### config.mk
export PLATFORM = sky130hd
export DESIGN_NAME = rle_codec
export DESIGN_NICKNAME = d
export VERILOG_FILES = /design/src/rtl/rle_pkg.sv /design/src/rtl/rle_word_packer.sv /design/src/rtl/rle_codec.sv
export SDC_FILE = /design/constraint.sdc
export NUM_CORES = 1
export LEC_CHECK = 0
export ABC_AREA = 1
export ABC_CLOCK_PERIOD_IN_PS = 7100
export BUFFER_PORTS_ARGS = -buffer_cell sky130_fd_sc_hd__buf_2
export CAP_MARGIN = 10
export CORE_MARGIN = 5
export CORE_UTILIZATION = 40
export CTS_CLUSTER_DIAMETER = 80
export DETAILED_ROUTE_END_ITERATION = 16
export GPL_ROUTABILITY_DRIVEN = 0
export PLACE_DENSITY = 0.56
export SLEW_MARGIN = 20
export SYNTH_ARGS = -nofsm -noshare
export SYNTH_HDL_FRONTEND = slang
export SYNTH_HIERARCHICAL = 1
export SYNTH_SLANG_ARGS = --single-unit
### constraint.sdc
create_clock -name clk -period 7.1 [get_ports clk]
set_clock_uncertainty 0.15 [all_clocks]
set_input_delay 0.71 -clock clk [delete_from_list [all_inputs] [get_ports clk]]
set_output_delay 0.71 -clock clk [all_outputs]
set_load 0.01 [all_outputs]
### src/rtl/rle_pkg.sv
// rtl/rle_pkg.sv - shared widths, state encoding and byte-lane helpers for the rle codec
package rle_pkg;

    localparam int RUN_W  = 8;
    localparam int WORD_W = 32;

    typedef enum logic [2:0] {
        S_IDLE,
        S_RD,
        S_RDW,
        S_PROC,
        S_WR,
        S_FLUSH,
        S_DONE
    } state_e;

    function automatic logic [7:0] get_byte(input logic [WORD_W-1:0] word, input logic [1:0] lane);
        return word[{lane, 3'b000} +: 8];
    endfunction

    function automatic logic [WORD_W-1:0] put_byte(input logic [WORD_W-1:0] word,
                                                   input logic [1:0]        lane,
                                                   input logic [7:0]        b);
        logic [WORD_W-1:0] w;
        w = word;
        w[{lane, 3'b000} +: 8] = b;
        return w;
    endfunction

endpackage

### src/rtl/rle_word_packer.sv
// rtl/rle_word_packer.sv - packs output bytes little-endian into 32-bit words
// Flushing clears the buffer, so unused lanes of a partial word read back as zero.
module rle_word_packer
    import rle_pkg::*;
#(
    parameter int SIZE_W = 32
) (
    input  logic              clk,
    input  logic              reset,
    input  logic              clear_i,
    input  logic              push_i,
    input  logic [7:0]        byte_i,
    input  logic              flush_i,
    output logic              word_valid_o,
    output logic              empty_o,
    output logic [WORD_W-1:0] word_data_o,
    output logic [SIZE_W-1:0] byte_cnt_o
);

    logic [WORD_W-1:0] buf_q, buf_d;
    logic [2:0]        fill_q, fill_d;
    logic [SIZE_W-1:0] cnt_q, cnt_d;

    always_comb begin
        buf_d  = buf_q;
        fill_d = fill_q;
        cnt_d  = cnt_q;
        if (clear_i) begin
            buf_d  = '0;
            fill_d = '0;
            cnt_d  = '0;
        end else if (flush_i) begin
            buf_d  = '0;
            fill_d = '0;
        end else if (push_i) begin
            buf_d  = put_byte(buf_q, fill_q[1:0], byte_i);
            fill_d = fill_q + 3'd1;
            cnt_d  = cnt_q + SIZE_W'(1);
        end
    end

    always_ff @(posedge clk or posedge reset) begin
        if (reset) begin
            buf_q  <= '0;
            fill_q <= '0;
            cnt_q  <= '0;
        end else begin
            buf_q  <= buf_d;
            fill_q <= fill_d;
            cnt_q  <= cnt_d;
        end
    end

    assign word_valid_o = fill_q[2];
    assign empty_o      = (fill_q == 3'd0);
    assign word_data_o  = buf_q;
    assign byte_cnt_o   = cnt_q;

endmodule

### src/rtl/rle_codec.sv
// rtl/rle_codec.sv - run-length encoder/decoder working on a word SRAM through port A
// One source byte per PROC cycle; an emitted pair stalls one cycle for its symbol byte.
module rle_codec
    import rle_pkg::*;
#(
    parameter int ADDR_W  = 16,
    parameter int SIZE_W  = 32,
    parameter int MAX_RUN = 255
) (
    input  logic              clk,
    input  logic              reset,
    input  logic              start,
    input  logic              mode,
    input  logic [ADDR_W-1:0] src_addr,
    input  logic [SIZE_W-1:0] src_size,
    input  logic [ADDR_W-1:0] dst_addr,
    output logic [SIZE_W-1:0] dst_size,
    output logic              done,
    output logic              err,
    output logic              port_A_clk,
    output logic [ADDR_W-1:0] port_A_addr,
    output logic              port_A_we,
    output logic [WORD_W-1:0] port_A_data_in,
    input  logic [WORD_W-1:0] port_A_data_out
);

    localparam logic [RUN_W-1:0] MAX_CNT = RUN_W'(MAX_RUN);

    state_e            state_q, state_d;
    logic              mode_q, mode_d;
    logic [ADDR_W-1:0] rd_ptr_q, rd_ptr_d;
    logic [ADDR_W-1:0] wr_ptr_q, wr_ptr_d;
    logic [SIZE_W-1:0] size_q, size_d;
    logic [SIZE_W-1:0] idx_q, idx_d;
    logic [WORD_W-1:0] word_q, word_d;
    logic              word_vld_q, word_vld_d;
    logic [RUN_W-1:0]  run_cnt_q, run_cnt_d;
    logic [7:0]        run_sym_q, run_sym_d;
    logic              pend_q, pend_d;
    logic [7:0]        pend_sym_q, pend_sym_d;
    logic              phase_q, phase_d;
    logic              err_q, err_d;
    logic              done_q, done_d;

    logic              pk_clear, pk_push, pk_flush, pk_full, pk_empty;
    logic [7:0]        pk_byte;
    logic [WORD_W-1:0] pk_word;
    logic              start_acc;
    logic [7:0]        cur_byte;

    rle_word_packer #(.SIZE_W(SIZE_W)) u_packer (
        .clk          (clk),
        .reset        (reset),
        .clear_i      (pk_clear),
        .push_i       (pk_push),
        .byte_i       (pk_byte),
        .flush_i      (pk_flush),
        .word_valid_o (pk_full),
        .empty_o      (pk_empty),
        .word_data_o  (pk_word),
        .byte_cnt_o   (dst_size)
    );

    always_ff @(posedge clk or posedge reset) begin
        if (reset) begin
            state_q    <= S_IDLE;
            mode_q     <= 1'b0;
            rd_ptr_q   <= '0;
            wr_ptr_q   <= '0;
            size_q     <= '0;
            idx_q      <= '0;
            word_q     <= '0;
            word_vld_q <= 1'b0;
            run_cnt_q  <= '0;
            run_sym_q  <= '0;
            pend_q     <= 1'b0;
            pend_sym_q <= '0;
            phase_q    <= 1'b0;
            err_q      <= 1'b0;
            done_q     <= 1'b0;
        end else begin
            state_q    <= state_d;
            mode_q     <= mode_d;
            rd_ptr_q   <= rd_ptr_d;
            wr_ptr_q   <= wr_ptr_d;
            size_q     <= size_d;
            idx_q      <= idx_d;
            word_q     <= word_d;
            word_vld_q <= word_vld_d;
            run_cnt_q  <= run_cnt_d;
            run_sym_q  <= run_sym_d;
            pend_q     <= pend_d;
            pend_sym_q <= pend_sym_d;
            phase_q    <= phase_d;
            err_q      <= err_d;
            done_q     <= done_d;
        end
    end

    // run_cnt_q doubles as the current encode run length and the remaining decode expansion.
    always_comb begin
        state_d    = state_q;
        mode_d     = mode_q;
        rd_ptr_d   = rd_ptr_q;
        wr_ptr_d   = wr_ptr_q;
        size_d     = size_q;
        idx_d      = idx_q;
        word_d     = word_q;
        word_vld_d = word_vld_q;
        run_cnt_d  = run_cnt_q;
        run_sym_d  = run_sym_q;
        pend_d     = pend_q;
        pend_sym_d = pend_sym_q;
        phase_d    = phase_q;
        err_d      = err_q;
        pk_clear   = 1'b0;
        pk_push    = 1'b0;
        pk_byte    = '0;
        start_acc  = 1'b0;
        cur_byte   = get_byte(word_q, idx_q[1:0]);
        unique case (state_q)
            S_IDLE, S_DONE: begin
                if (start) begin
                    start_acc  = 1'b1;
                    pk_clear   = 1'b1;
                    mode_d     = mode;
                    rd_ptr_d   = src_addr;
                    wr_ptr_d   = dst_addr;
                    size_d     = src_size;
                    idx_d      = '0;
                    word_vld_d = 1'b0;
                    run_cnt_d  = '0;
                    pend_d     = 1'b0;
                    phase_d    = 1'b0;
                    err_d      = 1'b0;
                    state_d    = (src_size == '0) ? S_DONE : S_RD;
                end
            end
            S_RD: begin
                rd_ptr_d = rd_ptr_q + ADDR_W'(4);
                state_d  = S_RDW;
            end
            S_RDW: begin
                word_d     = port_A_data_out;
                word_vld_d = 1'b1;
                state_d    = S_PROC;
            end
            S_WR: begin
                wr_ptr_d = wr_ptr_q + ADDR_W'(4);
                state_d  = S_PROC;
            end
            S_FLUSH: begin
                if (!pk_empty) wr_ptr_d = wr_ptr_q + ADDR_W'(4);
                state_d = S_DONE;
            end
            S_PROC: begin
                if (pk_full) begin
                    state_d = S_WR;
                end else if (pend_q) begin
                    pk_push = 1'b1;
                    pk_byte = pend_sym_q;
                    pend_d  = 1'b0;
                end else if (mode_q && !phase_q && run_cnt_q != '0) begin
                    pk_push   = 1'b1;
                    pk_byte   = run_sym_q;
                    run_cnt_d = run_cnt_q - RUN_W'(1);
                end else if (idx_q == size_q) begin
                    if (!mode_q && run_cnt_q != '0) begin
                        pk_push    = 1'b1;
                        pk_byte    = run_cnt_q;
                        pend_d     = 1'b1;
                        pend_sym_d = run_sym_q;
                        run_cnt_d  = '0;
                    end else begin
                        if (mode_q && phase_q) err_d = 1'b1;
                        state_d = S_FLUSH;
                    end
                end else if (!word_vld_q) begin
                    state_d = S_RD;
                end else begin
                    idx_d = idx_q + SIZE_W'(1);
                    if (idx_q[1:0] == 2'd3) word_vld_d = 1'b0;
                    if (!mode_q) begin
                        if (run_cnt_q == '0) begin
                            run_cnt_d = RUN_W'(1);
                            run_sym_d = cur_byte;
                        end else if (cur_byte == run_sym_q && run_cnt_q < MAX_CNT) begin
                            run_cnt_d = run_cnt_q + RUN_W'(1);
                        end else begin
                            pk_push    = 1'b1;
                            pk_byte    = run_cnt_q;
                            pend_d     = 1'b1;
                            pend_sym_d = run_sym_q;
                            run_cnt_d  = RUN_W'(1);
                            run_sym_d  = cur_byte;
                        end
                    end else if (!phase_q) begin
                        if (cur_byte == 8'd0) begin
                            err_d   = 1'b1;
                            state_d = S_FLUSH;
                        end else begin
                            run_cnt_d = cur_byte;
                            phase_d   = 1'b1;
                        end
                    end else begin
                        run_sym_d = cur_byte;
                        phase_d   = 1'b0;
                    end
                end
            end
            default: state_d = S_IDLE;
        endcase
        done_d = (state_d == S_DONE) && !start_acc;
    end

    always_comb begin
        port_A_addr    = '0;
        port_A_we      = 1'b0;
        port_A_data_in = '0;
        pk_flush       = 1'b0;
        unique case (state_q)
            S_RD: port_A_addr = rd_ptr_q;
            S_WR: begin
                port_A_addr    = wr_ptr_q;
                port_A_we      = 1'b1;
                port_A_data_in = pk_word;
                pk_flush       = 1'b1;
            end
            S_FLUSH: begin
                if (!pk_empty) begin
                    port_A_addr    = wr_ptr_q;
                    port_A_we      = 1'b1;
                    port_A_data_in = pk_word;
                    pk_flush       = 1'b1;
                end
            end
            default: ;
        endcase
    end

    assign port_A_clk = clk;
    assign done       = done_q;
    assign err        = err_q;

endmodule

==> key figures <==
Synthesis
  – EDFF count, synth: 0
  – Most frequent cell after synthesis: nand2_1
  – Top FF cell, synth: dfrtp_1
  – Syn Area/Cell: ~7.1 um2
  – Syn_nets: between 2000 and 2500
  – YS warnings: 6
  – Top post-synthesis cells by area: dfrtp_1, nand2_1, nor2_1
  – Most frequent cells after synthesis: nand2_1, dfrtp_1, nor2_1
  – Cell count after synthesis: around 1900
  – Leading area contributor after synthesis: dfrtp_1
  – Synth top area share: 42.0%
  – Async S/R FF share, synth: between 90% and 100%
  – Seq/Total Area, Yosys: a little over two fifths
  – Synthesized area: 13600 um2
  – Synth cell types: 56
  – Flops & latches, synth: approximately 230

Setup path
  – Worst EP arrival: around 4000 ps
  – Worst Path Max Fanout: 2
  – Reg2reg start: idx_q[0]
  – CP max stage cell: buf_2
  – Worst path max stage delay: between 100 and 150 ps
  – Crit start category: clock port
  – Reg2reg setup slack: around 3100 ps
  – Crit path kind: clock port to primary output
  – Cell mode on critical path: clkbuf_16
  – Critical Path, Cell by Cell: clkbuf_16 -> clkbuf_16 -> buf_2
  – Setup crit end kind: primary output
  – WP data required: 6240 ps
  – R2r worst-path depth: 17
  – CP delay by family, top: buffers and inverters
  – Reg-to-reg endpoint: u_packer/word_data_o[14]
  – Worst Path Buf+Inv: 3

Detailed routing
  – 1st-pass router iterations: 5
  – DRT met1 WL: 18500 um
  – DR WL/cell: about 16 um
  – Final WL: 39300 um
  – Initial drt markers: 777
  – DRC: 0
  – Met3 WL: between 1500 and 2000 um
  – Vias per cell: 5.03
  – WL met2: between 15000 and 20000 um
  – Top Metal Used: met4
  – DR vias: between 10000 and 15000
  – Detail Route Antenna Nets: 0

Power
  – Logic pwr share: around 40%
  – Internal Power: ~3.3 mW
  – Seq pwr share: roughly 34%
  – P_sw: approximately 2.6 mW
  – Switch share: between 40% and 50%
  – Power density cells: 379 nW/um2
  – Leakage: 7.73 nW
  – Clk network pwr share: 24.9%
  – Peak supply drop: around 0.29 mV

STA
  – RSZ-0062 raised after global routing: no
  – Worst-Margin Slew: 885 ps
  – # setup viols final: 0
  – Setup Total Neg Slack: 0 ps
  – Max-slew headroom: 40.4%
  – Fin Hold WS: between 60 and 70 ps
  – Final Hold Vio Count: 0
  – Slew Viols, Final: 0

Floorplan
  – Die W: around 200 um
  – Placement Rows: 67
  – I/O pin count: 184
  – Initial core utilization: 40.5%
  – Die height: ~190 um
  – Die area: around 38000 um2
  – Core Footprint: between 30000 and 40000 um2

Job
  – Number of max-cap violations: 0

Clock network
  – Resized cells post-CTS: 0
  – Clock transition at path regs: approximately 60 ps
  – Clock latency on the worst-skew pair: about 660 ps
  – Post-CTS Setup Inserts: 0
  – Hold-fix buffers, CTS: 0
  – CTS tree: yes

Global routing
  – Initial antenna violation count: 0
  – Total track usage: 20.5%
  – Largest net degree at the start of global routing: 87
  – Vias in the first global route: 12500
  – Total gr overflow: 0
  – First-pass GRT wire length: roughly 65000 um

Cells and area
  – Fin area: about 16000 um2
  – Final Core Density: a little under half
  – Fin nets: about 2200
  – Layout area overhead: 16.0%
  – Layout cells sized above 1: 14.9%
  – ANT cells: 0

Placement
  – Port Buffers: roughly 180
  – DP Wirelength: roughly 29000 um
  – Post-DP Area: 14800 um2

Run status
  – Status: finished, final reports clean

Worst hold path
  – HP Class: primary input to async pin
==> flip-flops by register name (all words and copies together), names as in the netlist, 3 cells and up <==
| signal | flops |
|---|---|
| size_q | 32 |
| pend_sym_q | 8 |
| u_packer/fill_q | 3 |
| rd_ptr_q | 16 |
| state_q | 3 |
| idx_q | 32 |
| word_q | 32 |
| u_packer/byte_cnt_o | 32 |
| wr_ptr_q | 16 |
| run_sym_q | 8 |
| u_packer/word_data_o | 32 |
| run_cnt_q | 8 |
==> power groups by stage <==
stage               Clock (mW)  Combinational [mW]  Sequential [mW]
global placement       0.00851                2.43             2.04
floorplan               0.0116                1.94             1.93
finish                    1.49                2.46             2.03
CTS                       1.53                2.48             2.03
detailed placement     0.00851                2.46             2.05
global route              1.58                2.80             2.08
==> worst register-to-register path, cell delays in order, from the launching register on <==
cell     delay, ps
dfrtp_1        790
inv_2          320
nand2_1        140
nand3_1        170
nand2_1        180
nand2_1         60
nand2_1         60
nand3_1         80
nor2_2         270
nand2_1        130
nand3_1        100
nand2_2        230
o21ai_2        200
inv_1          180
nand2_1        320
nand2_1        260
nand4_1        160
nand2_1         70
==> cell families (layout without fill, tap and decap cells) <==
kind of cell               count (synthesis)  after routing  share of synthesized area (%)
and+or+nand+nor                         1090           1090                           34.1
buffers and inverters                    280            458                           8.56
AOI/OAI and AO/OA                        229            229                           10.2
DFF                                      228            228                           42.0
xor gates and xnor gates                  64             64                           4.12
adders and majority gates                 12             12                           1.10
==> worst max path at each step <==
stage	startpoint	end	slack, ps	cells after the start
2_1_floorplan	reset	done	1890	1
3_3_place_gp	clk	port_A_clk	2580	1
3_5_place_dp	clk	port_A_clk	2580	1
4_1_cts	clk	port_A_clk	2320	3
5_1_grt	clk	port_A_clk	2300	3
6_report	clk	port_A_clk	2320	3
==> cell usage in the layout, fill, tap and decap left out, types with 3 or more instances in the layout <==
cell	n
nand2_1	628
dfrtp_1	228
nor2_1	214
inv_1	198
buf_2	183
nand3_1	118
o21ai_0	84
a21oi_1	59
nand4_1	48
xor2_1	37
clkbuf_16	32
nor3_1	28
xnor2_1	27
o21ai_2	26
nor4_1	16
o22ai_1	14
ha_1	12
inv_2	10
o211ai_1	9
nor2_2	8
buf_4	8
a22oi_1	7
nor2_4	6
clkbuf_1	6
nand2_2	5
o21ai_1	5
clkbuf_8	5
clkinv_2	5
clkinv_1	4
o31ai_1	4
nand3_2	3
o221ai_1	3
==> per-layer routing <==
metal | vias up | GRT usage, %
met5 | - | 0
met4 | 0 | 5.08
met3 | 67 | 3.01
met2 | 309 | 32.9
met1 | 5910 | 29.4
li1 | 6430 | -
==> through the flow <==
stage          std cells  total power [mW]  setup slack, ps
6_report            2529              5.98             2320
5_1_grt             2529              6.47             2300
3_3_place_gp        2476              4.48             2580
4_1_cts             2529              6.04             2320
2_1_floorplan       1903              3.88             1890
3_5_place_dp        2476              4.52             2580
==> final cells by class <==
cell class	count	area [um2]
Sequential cell	228	5710
Multi-Input combinational cell	1395	6730
Inverter	213	805
Clock inverter	10	87.6
Timing Repair Buffer	191	982
Clock buffer	44	897
Fill cell	3492	17800
Tap cell	448	561
No activity file was read; power rests on OpenSTA's default activity.
